--- src/rtl/uart_pkg.sv ---
// Shared types and constants for the UART RX register bank.
// The optional 8E1 framing is selected by the UART_RX_PARITY_EN macro.
package uart_pkg;

    localparam int ADDR_W     = 7;
    localparam int BURST_FLAG = 7;

    typedef enum logic [2:0] {
        RX_IDLE,
        RX_START,
        RX_DATA,
        RX_PARITY,
        RX_STOP,
        RX_WAIT_HIGH
    } rx_state_t;

    typedef enum logic [1:0] {
        P_ADDR,
        P_COUNT,
        P_DATA
    } proto_state_t;

    function automatic int baud_div(input int clk_freq, input int baud_rate, input int oversample);
        return clk_freq / (baud_rate * oversample);
    endfunction

    // Every byte is charged 10 bit-times, with or without a parity bit.
    function automatic int timeout_ticks(input int chars, input int oversample);
        return chars * 10 * oversample;
    endfunction

endpackage

--- src/rtl/uart_rx_core.sv ---
// Baud generator, rx synchroniser and oversampling receive FSM.
// Defining UART_RX_PARITY_EN adds an even-parity bit between data and stop.
module uart_rx_core
    import uart_pkg::*;
#(
    parameter int CLK_FREQ   = 50_000_000,
    parameter int BAUD_RATE  = 115200,
    parameter int OVERSAMPLE = 8
) (
    input  logic       clk,
    input  logic       rst_n,
    input  logic       rx,
    output logic       baud_tick,
    output logic       byte_valid,
    output logic [7:0] data_byte,
    output logic       frame_err_pulse
);
    localparam int BAUD_DIV = baud_div(CLK_FREQ, BAUD_RATE, OVERSAMPLE);
    localparam int DIV_W    = (BAUD_DIV < 2) ? 1 : $clog2(BAUD_DIV);
    localparam int OS_W     = $clog2(OVERSAMPLE);
    localparam logic [OS_W-1:0] MID_TICK  = OS_W'(OVERSAMPLE / 2 - 1);
    localparam logic [OS_W-1:0] LAST_TICK = OS_W'(OVERSAMPLE - 1);

    if (BAUD_DIV < 2) begin : g_div_check
        $error("uart_rx_core: BAUD_DIV = CLK_FREQ/(BAUD_RATE*OVERSAMPLE) must be >= 2");
    end
    if (OVERSAMPLE < 4 || (OVERSAMPLE % 2) != 0) begin : g_os_check
        $error("uart_rx_core: OVERSAMPLE must be even and >= 4");
    end

    logic [DIV_W-1:0] div_cnt_reg;
    logic             rx_meta_reg, rx_sync_reg;
    rx_state_t        state_reg, state_next;
    logic [OS_W-1:0]  tick_cnt_reg, tick_cnt_next;
    logic [2:0]       bit_cnt_reg, bit_cnt_next;
    logic [7:0]       shift_reg, shift_next;
    logic             parity_bad_reg, parity_bad_next;
    logic             byte_valid_reg, byte_valid_next;
    logic             frame_err_reg, frame_err_next;
    logic             sample_point;

    assign baud_tick       = (div_cnt_reg == DIV_W'(BAUD_DIV - 1));
    assign sample_point    = (tick_cnt_reg == LAST_TICK);
    assign byte_valid      = byte_valid_reg;
    assign data_byte       = shift_reg;
    assign frame_err_pulse = frame_err_reg;

    always_ff @(posedge clk) begin
        if (!rst_n) begin
            div_cnt_reg    <= '0;
            rx_meta_reg    <= 1'b1;
            rx_sync_reg    <= 1'b1;
            state_reg      <= RX_IDLE;
            tick_cnt_reg   <= '0;
            bit_cnt_reg    <= '0;
            shift_reg      <= '0;
            parity_bad_reg <= 1'b0;
            byte_valid_reg <= 1'b0;
            frame_err_reg  <= 1'b0;
        end else begin
            div_cnt_reg    <= baud_tick ? '0 : div_cnt_reg + 1'b1;
            rx_meta_reg    <= rx;
            rx_sync_reg    <= rx_meta_reg;
            state_reg      <= state_next;
            tick_cnt_reg   <= tick_cnt_next;
            bit_cnt_reg    <= bit_cnt_next;
            shift_reg      <= shift_next;
            parity_bad_reg <= parity_bad_next;
            byte_valid_reg <= byte_valid_next;
            frame_err_reg  <= frame_err_next;
        end
    end

    always_comb begin
        state_next      = state_reg;
        tick_cnt_next   = tick_cnt_reg;
        bit_cnt_next    = bit_cnt_reg;
        shift_next      = shift_reg;
        parity_bad_next = parity_bad_reg;
        byte_valid_next = 1'b0;
        frame_err_next  = 1'b0;
        if (baud_tick) begin
            case (state_reg)
                RX_IDLE: begin
                    if (!rx_sync_reg) begin
                        state_next    = RX_START;
                        tick_cnt_next = '0;
                    end
                end
                RX_START: begin
                    // Re-check at mid start bit so short low glitches are rejected.
                    if (tick_cnt_reg == MID_TICK) begin
                        tick_cnt_next   = '0;
                        bit_cnt_next    = '0;
                        parity_bad_next = 1'b0;
                        state_next      = rx_sync_reg ? RX_IDLE : RX_DATA;
                    end else begin
                        tick_cnt_next = tick_cnt_reg + 1'b1;
                    end
                end
                RX_DATA: begin
                    if (sample_point) begin
                        tick_cnt_next = '0;
                        shift_next    = {rx_sync_reg, shift_reg[7:1]};
                        bit_cnt_next  = bit_cnt_reg + 3'd1;
                        if (bit_cnt_reg == 3'd7) begin
`ifdef UART_RX_PARITY_EN
                            state_next = RX_PARITY;
`else
                            state_next = RX_STOP;
`endif
                        end
                    end else begin
                        tick_cnt_next = tick_cnt_reg + 1'b1;
                    end
                end
`ifdef UART_RX_PARITY_EN
                RX_PARITY: begin
                    if (sample_point) begin
                        tick_cnt_next = '0;
                        state_next    = RX_STOP;
                        if (rx_sync_reg != ^shift_reg) begin
                            parity_bad_next = 1'b1;
                            frame_err_next  = 1'b1;
                        end
                    end else begin
                        tick_cnt_next = tick_cnt_reg + 1'b1;
                    end
                end
`endif
                RX_STOP: begin
                    if (sample_point) begin
                        tick_cnt_next = '0;
                        if (rx_sync_reg) begin
                            byte_valid_next = !parity_bad_reg;
                            state_next      = RX_IDLE;
                        end else begin
                            frame_err_next = 1'b1;
                            state_next     = RX_WAIT_HIGH;
                        end
                    end else begin
                        tick_cnt_next = tick_cnt_reg + 1'b1;
                    end
                end
                RX_WAIT_HIGH: begin
                    if (rx_sync_reg) state_next = RX_IDLE;
                end
                default: state_next = RX_IDLE;
            endcase
        end
    end

endmodule

--- src/rtl/uart_rx_regfile.sv ---
// UART-controlled register bank: single and auto-incrementing burst writes.
// UART_RX_PARITY_EN (passed through to uart_rx_core) selects 8E1 framing.
module uart_rx_regfile
    import uart_pkg::*;
#(
    parameter int CLK_FREQ      = 50_000_000,
    parameter int BAUD_RATE     = 115200,
    parameter int OVERSAMPLE    = 8,
    parameter int NUM_REGS      = 8,
    parameter logic [NUM_REGS*8-1:0] RESET_VALS = {NUM_REGS{8'h00}},
    parameter int TIMEOUT_CHARS = 4
) (
    input  logic                    clk,
    input  logic                    rst_n,
    input  logic                    rx,
    input  logic                    err_clr,
    output logic [NUM_REGS*8-1:0]   regs_flat,
    output logic                    wr_strobe,
    output logic [ADDR_W-1:0]       wr_addr,
    output logic [7:0]              wr_data,
    output logic                    frame_err,
    output logic                    proto_timeout
);
    localparam int TO_TICKS = timeout_ticks(TIMEOUT_CHARS, OVERSAMPLE);
    localparam int TO_W     = $clog2(TO_TICKS + 1);

    if (NUM_REGS < 1 || NUM_REGS > 128) begin : g_regs_check
        $error("uart_rx_regfile: NUM_REGS must be in 1..128");
    end

    logic        baud_tick, byte_valid, frame_err_pulse;
    logic [7:0]  data_byte;

    proto_state_t      pstate_reg, pstate_next;
    logic [ADDR_W-1:0] addr_reg, addr_next;
    logic [7:0]        remaining_reg, remaining_next;
    logic [TO_W-1:0]   to_cnt_reg, to_cnt_next;
    logic              wr_en, addr_in_range, proto_timeout_next;
    logic              wr_strobe_reg, frame_err_reg, proto_timeout_reg;
    logic [ADDR_W-1:0] wr_addr_reg;
    logic [7:0]        wr_data_reg;

    uart_rx_core #(
        .CLK_FREQ   (CLK_FREQ),
        .BAUD_RATE  (BAUD_RATE),
        .OVERSAMPLE (OVERSAMPLE)
    ) u_core (
        .clk             (clk),
        .rst_n           (rst_n),
        .rx              (rx),
        .baud_tick       (baud_tick),
        .byte_valid      (byte_valid),
        .data_byte       (data_byte),
        .frame_err_pulse (frame_err_pulse)
    );

    assign addr_in_range = ({1'b0, addr_reg} < 8'(NUM_REGS));

    always_comb begin
        pstate_next        = pstate_reg;
        addr_next          = addr_reg;
        remaining_next     = remaining_reg;
        to_cnt_next        = to_cnt_reg;
        wr_en              = 1'b0;
        proto_timeout_next = 1'b0;
        if (frame_err_pulse) begin
            pstate_next = P_ADDR;
            to_cnt_next = '0;
        end else if (byte_valid) begin
            to_cnt_next = '0;
            case (pstate_reg)
                P_ADDR: begin
                    addr_next = data_byte[ADDR_W-1:0];
                    if (data_byte[BURST_FLAG]) begin
                        pstate_next = P_COUNT;
                    end else begin
                        remaining_next = 8'd1;
                        pstate_next    = P_DATA;
                    end
                end
                P_COUNT: begin
                    remaining_next = data_byte;
                    pstate_next    = (data_byte == 8'd0) ? P_ADDR : P_DATA;
                end
                P_DATA: begin
                    // Out-of-range addresses still consume a byte and advance.
                    wr_en          = addr_in_range;
                    addr_next      = addr_reg + 1'b1;
                    remaining_next = remaining_reg - 8'd1;
                    if (remaining_reg == 8'd1) pstate_next = P_ADDR;
                end
                default: pstate_next = P_ADDR;
            endcase
        end else if (pstate_reg == P_ADDR) begin
            to_cnt_next = '0;
        end else if (baud_tick) begin
            if (to_cnt_reg == TO_W'(TO_TICKS - 1)) begin
                to_cnt_next        = '0;
                pstate_next        = P_ADDR;
                proto_timeout_next = 1'b1;
            end else begin
                to_cnt_next = to_cnt_reg + 1'b1;
            end
        end
    end

    always_ff @(posedge clk) begin
        if (!rst_n) begin
            pstate_reg        <= P_ADDR;
            addr_reg          <= '0;
            remaining_reg     <= '0;
            to_cnt_reg        <= '0;
            wr_strobe_reg     <= 1'b0;
            wr_addr_reg       <= '0;
            wr_data_reg       <= '0;
            frame_err_reg     <= 1'b0;
            proto_timeout_reg <= 1'b0;
        end else begin
            pstate_reg        <= pstate_next;
            addr_reg          <= addr_next;
            remaining_reg     <= remaining_next;
            to_cnt_reg        <= to_cnt_next;
            wr_strobe_reg     <= wr_en;
            proto_timeout_reg <= proto_timeout_next;
            if (wr_en) begin
                wr_addr_reg <= addr_reg;
                wr_data_reg <= data_byte;
            end
            // A new error on the same edge as err_clr keeps the flag set.
            if (frame_err_pulse)  frame_err_reg <= 1'b1;
            else if (err_clr)     frame_err_reg <= 1'b0;
        end
    end

    genvar gi;
    for (gi = 0; gi < NUM_REGS; gi++) begin : g_regs
        logic [7:0] value_reg;
        always_ff @(posedge clk) begin
            if (!rst_n)                                     value_reg <= RESET_VALS[8*gi +: 8];
            else if (wr_en && addr_reg == ADDR_W'(gi))      value_reg <= data_byte;
        end
        assign regs_flat[8*gi +: 8] = value_reg;
    end

    assign wr_strobe     = wr_strobe_reg;
    assign wr_addr       = wr_addr_reg;
    assign wr_data       = wr_data_reg;
    assign frame_err     = frame_err_reg;
    assign proto_timeout = proto_timeout_reg;

endmodule

--- config.mk ---
export PLATFORM = sky130hd
export DESIGN_NAME = uart_rx_regfile
export DESIGN_NICKNAME = d
export VERILOG_FILES = /design/src/rtl/uart_pkg.sv /design/src/rtl/uart_rx_core.sv /design/src/rtl/uart_rx_regfile.sv
export SDC_FILE = /design/constraint.sdc
export NUM_CORES = 1
export LEC_CHECK = 0
export BUFFER_PORTS_ARGS = -buffer_cell sky130_fd_sc_hd__buf_2
export CAP_MARGIN = 20
export CORE_ASPECT_RATIO = 0.7
export CORE_UTILIZATION = 55
export DETAILED_ROUTE_END_ITERATION = 8
export PLACE_DENSITY = 0.77
export SETUP_SLACK_MARGIN = 0.02
export SYNTH_ARGS = -nofsm -noshare
export SYNTH_HDL_FRONTEND = slang
export SYNTH_SLANG_ARGS = --single-unit
--- constraint.sdc ---
create_clock -name clk -period 2.5 [get_ports clk]
set_clock_uncertainty 0.15 [all_clocks]
set_input_delay 0.375 -clock clk [delete_from_list [all_inputs] [get_ports clk]]
set_output_delay 0.375 -clock clk [all_outputs]
set_load 0.01 [all_outputs]
After elaboration in Yosys (flattened, before gate mapping)

Index checks and enable logic that the tools add are counted.

Register bits: 135
Input port bits: 4
Output and inout bits: 82
Word-level logic and storage cells: 132

$add $sub $neg: 6
Order comparisons: 1
Eq/ne operators: 28
Multiplexer cells: 35
Bitwise gates (word level): 3
Reduce and logical (&&, ||, !) cells: 33

Operators by type and width:

| kind                                                                    | count |
|---|---|
| 3-bit two-way mux                                                       | 12 |
| 7-bit by 3-bit == test with 1-bit output, second input constant         | 4 |
| 8-bit case mux with 3 select lines                                      | 1 |
| 2-bit two-way mux                                                       | 8 |
| 4-bit AND reduction                                                     | 4 |
| 3-bit case mux with 5 select lines                                      | 1 |
| 7-bit by 2-bit == test with 1-bit output, second input constant         | 2 |
| 7-bit case mux with 2 select lines                                      | 1 |
| 3-bit == test, second input constant                                    | 4 |
| 2-bit by 1-bit inequality test with 1-bit output, second input constant | 6 |
| 2-bit nonzero test                                                      | 5 |
| 9-bit by 1-bit adder with 9-bit output, second input constant           | 1 |
| 9-bit == test, second input constant                                    | 1 |
| 9-bit two-way mux                                                       | 1 |
| 3-bit case mux with 3 select lines                                      | 1 |
| 3-bit AND reduction                                                     | 3 |
| 8-bit by 1-bit == test with 1-bit output, second input constant         | 1 |
| 1-bit logical AND                                                       | 8 |
| 8-bit zero test                                                         | 1 |
| 8-bit two-way mux                                                       | 1 |
| 8-bit by 1-bit subtractor with 8-bit output, second input constant      | 1 |
| 7-bit by 1-bit adder with 7-bit output, second input constant           | 1 |
| 7-bit by 1-bit == test with 1-bit output, second input constant         | 1 |
| 7-bit zero test                                                         | 1 |
| 22 further kinds                                                        | 36 |

Depth between registers and ports, before layout

Word-level depth: 5
Mapped depth: 9
Depth with buffers taken out: 6

Hierarchy

From an unflattened synthesis, not the netlist that was laid out.

Cells, all modules: 635
Area total of the unflattened synthesis: 5834.3 um2

Modules (own cells, without submodules):

| module          | instances | cells each | area each (um2) | sequential area each (um2) |
|---|---|---|---|---|
| uart_rx_regfile | 1         | 497        | 4553.1          | 2162.1 |
| uart_rx_core    | 1         | 138        | 1281.2          | 540.5 |

Worst setup path after synthesis

Ideal clock, no wire load.

Path type: register to register
Start point: register u_core.tick_cnt_reg[0]
End point: register u_core.tick_cnt_reg[0]
Setup time: 0.070 ns
Arrival: 1.815 ns
Required time: 2.280 ns
Setup slack: 0.464 ns
Cell stages (with the launch flop): 7
Buffers on the path: 0
Clock period less this slack: 2.036 ns
Cells stage by stage: dfxtp_1 ha_1 ha_1 or4b_1 o31a_1 or4_1 a21oi_1

Word-level cells in the longest chain between the ends: 3
Elaborated cells between the ends (all ways): 6
Those cells by class: 1 x add/sub; 2 x eq/ne; 3 x mux

Ends and longest elaborated chain:

| what                                                           | RTL line                                                     | text |
|---|---|---|
| start, declared                                                | uart_rx_core.sv:34                                           | `logic [OS_W-1:0] tick_cnt_reg, tick_cnt_next;` |
| start signal, assigned                                         | uart_rx_core.sv:65                                           | `tick_cnt_reg <= tick_cnt_next;` |
| 3-bit by 1-bit adder with 3-bit output (tied with other cells) | uart_rx_core.sv:98, uart_rx_core.sv:114, uart_rx_core.sv:142 |  |
| 3-bit two-way mux, on equally long branches                    | uart_rx_core.sv:102, uart_rx_core.sv:132, uart_rx_core.sv:92 |  |
| 3-bit case mux with 3 select lines *                           | uart_rx_core.sv:83                                           | `case (state_reg)` |

Every way passes the cells marked *; elsewhere a longest branch is shown, timed or not.
A chain may end at the register's enable or synchronous reset.

Worst setup path after layout

Ends and elaborated chain as after synthesis.

==> impl_results.md <==
* Status: complete, no violations
* CP required at 2.69 ns
* Hold WS at about 0.10 ns
* Unrepaired setup endpoints after global routing: false
* Area grow syn2layout at 20.2%
* Final design utilization at 0.700
* CP Buf/Inv Count at 0
* # DRC at 0
* Row Count at 30
* Post-synthesis sequential area ratio at 0.467
* Setup tns final at 0 ns
* Total Wirelength at between 10 and 15 mm
* Top_reg_cell synth: dfxtp_1
* Post-Syn Instances at 628
* Switching pwr at 0.00107 W
* Core Box Area at 9950 sq um
* Reg power frac at 0.456
* Syn Std Cell Area at a little under 6000 sq um
* Die Width at about 120 microns
* Die area at around 11000 sq um
* Wire length of the first global-routing pass at approximately 23 mm
* Synth area leader: dfxtp_1
* Clock Root Buffer: clkbuf_16
* Clk slew on worst S/H paths at roughly 0.060 ns
* Ant. Diodes at 0
* Critical path's slowest cell: or4b_1
* Post-synth ARST share at 0
* Slew margin rel. at 0.492
* Congestion Overflow GR at 0
* Num CTS Buffers at 17
* Switching share of power at 0.227
* Final period util at 0.878
* Fmax at 456 MHz
* GRT Total Usage at 0.273
* CP max stage delay at 0.50 ns
* Post-DR wirelength/cell at 17.1 microns
* DIE HEIGHT at 87.9 microns
* Worst vdd ir at 0.000584 V
* Final Max Slew Viols at 0
* Fillers at between 700 and 800
* Top-level port count at 86
* # port buffers at 85
* Comb pwr share at 0.013
* Worst-Skew Late Latency at between 0.4 and 0.5 ns
* Fin. Hold Viols at 0
* Number of global-route vias before repair at 4699
* Sinks on Clock Net at 135
* Crit path capture type: flop
* TritonRoute pass-1 iters at 5
* MaxCap Viol Count at 0
* Post-synth EDFFs at 0
* Crit path DAT at 2.38 ns
* Max FFs per register at 64
* Critical Path Most Common Cell: ha_1
* Initial cell density of the core at 0.582
* Largest net degree at the start of global routing at 56
* Nets@finish at 734
* Clock power share at 0.531
* Yosys reg bits at 135
* Cell family with most CP delay: simple AND/OR/NAND/NOR gates
* Setup CP Type: reg2reg
* Setup Viol. Count Final at 0
* Initial antenna violation count at 0
* Antenna-violating nets left at 0
* Worst Tran Pin Value at 0.761 ns
* Drt via density at 5.85
* Final min period at 2.19 ns
* Area of the multi-input gates at a little under 3000 sq um
* Static leakage at approximately 3.4 nW
* Yosys Warn Count at 0
* DP Wirelength at 9.64 mm
* Count leader, synth: dfxtp_1
* Worst-path maximum fanout at 4
* Power per standard cell area at ~680 nW/um^2
* Post-synth cell types at 57
* DR vias at 4980
* Global placer's final weighted congestion at 0.804
* CTS max path bufs at 2
* Setup Buffers After CTS at 0
* Ratio of cells with drive above 1 in the final layout at 0.207
* Power Internal at 0.00367 W
* Syn_area_per_cell at a little over 9 sq um
* Hold Crit Class: in2reg
* Worst path cell trace: ha_1, ha_1, or4b_1, o31a_1, or4_1, a21oi_1
* Initial DRC Count at 384
* CTS H-tree depth at 4
* Syn nets at 651
* Area fraction of the dominant cell type after synthesis at 0.467
* Register area at roughly 2700 sq um
* Top cells by area, synth: dfxtp_1 47%, mux2i_1 13%, nor2_1 6.4%
* Leading cell types by count after synthesis: 135 x dfxtp_1, 99 x nor2_1, 73 x mux2i_1, 39 x a21oi_1, 33 x nand2_1
* Critical Path Source Type: flop
* CTS tree: done
[metrics by stage]
step / total power (W) / area (sq um) / instances / setup WS, ns
floorplan: 0.00225 / 5790 / 628 / 0.464
global placement: 0.00227 / 6360 / 819 / 0.400
detailed placement: 0.00227 / 6360 / 819 / 0.350
CTS: 0.00476 / 6960 / 852 / 0.330
global route: 0.00486 / 6960 / 852 / 0.234
finish: 0.00474 / 6960 / 852 / 0.305
[routing by layer]
layer  global-route usage  wire length, microns  vias up  part of all wire
met1                0.363                  6650     2419              0.46
met4                0.110                   156        0             0.011
li1                     -                     -     2347                 -
met3               0.0623                  1020       16             0.070
met2                0.434                  6770      198              0.46
met5                    0                     0        -                 0
[cells by family after synthesis]
family,count (synthesis),synth area share
and+or+nand+nor,239,0.210
xor gates and xnor gates,13,0.0197
DFF,135,0.467
buffers and inverters,54,0.0367
muxes,74,0.128
adders and majority gates,19,0.0410
AOI/OAI and AO/OA,94,0.0983
[worst paths after layout]
check | start | endpoint | slack [ns] | cells after the start
setup / recovery | u_core.tick_cnt_reg[0]$_SDFFE_PN0P_ | u_core.tick_cnt_reg[0]$_SDFFE_PN0P_ | 0.31 | 6
hold / removal | err_clr | frame_err$_SDFFE_PN0P_ | 0.10 | 4
setup reg to reg | u_core.tick_cnt_reg[0]$_SDFFE_PN0P_ | u_core.tick_cnt_reg[0]$_SDFFE_PN0P_ | 0.31 | 6
hold reg to reg | u_core.rx_meta_reg$_SDFF_PN1_ | u_core.rx_sync_reg$_SDFF_PN1_ | 0.29 | 1
[timing repair]
item                      in CTS  in global routing
hold endpoints to repair       1                  0
hold buffers                   1                  0
gates resized for setup        0                  0
[worst reg2reg max path, delay by kind of cell (launching register included)]
| family | cells | cell delay, ns |
|---|---|---|
| AOI/OAI and AO/OA | 2 | 0.30 |
| DFF | 1 | 0.32 |
| adders and majority gates | 2 | 0.44 |
| and+or+nand+nor | 2 | 0.91 |
[power by group through the flow]
stage | registers [W] | logic [W] | clock network (W)
floorplan | 0.00221 | 0.0000405 | 0
finish | 0.00216 | 0.0000609 | 0.00252
detailed placement | 0.00221 | 0.0000583 | 0
global route | 0.00216 | 0.0000665 | 0.00263
CTS | 0.00216 | 0.0000594 | 0.00254
global placement | 0.00221 | 0.0000574 | 0
[cell type report]
cell class	instances	share of cell area
clock buffer	18	0.0617
timing repair buffer	101	0.0805
multi-input combinational	439	0.414
sequential	135	0.388
inverter	17	0.00917
clock inverter	14	0.0234
tap	128	0.0230
[layout by cell type, fill, tap and decap left out, types with 4 or more instances in the layout]
cell | Yosys | final
buf_2 | 7 | 85
nand3_1 | 23 | 23
and3_1 | 7 | 7
nor4_1 | 4 | 4
nand2_1 | 33 | 33
nand2b_1 | 9 | 9
o21ai_0 | 22 | 22
and2_1 | 6 | 6
nor2_1 | 99 | 99
mux2i_1 | 73 | 73
dfxtp_1 | 135 | 135
nand4_2 | 7 | 7
nor3_1 | 11 | 10
clkbuf_16 | 0 | 17
xor2_1 | 8 | 8
nand4_1 | 7 | 7
inv_1 | 16 | 16
inv_6 | 0 | 5
xnor2_1 | 5 | 5
ha_1 | 19 | 19
a21oi_1 | 39 | 39
buf_4 | 0 | 14
clkinvlp_4 | 0 | 4
nor2b_1 | 11 | 11
a211oi_1 | 4 | 4
Power figures use the tool's default switching activity.
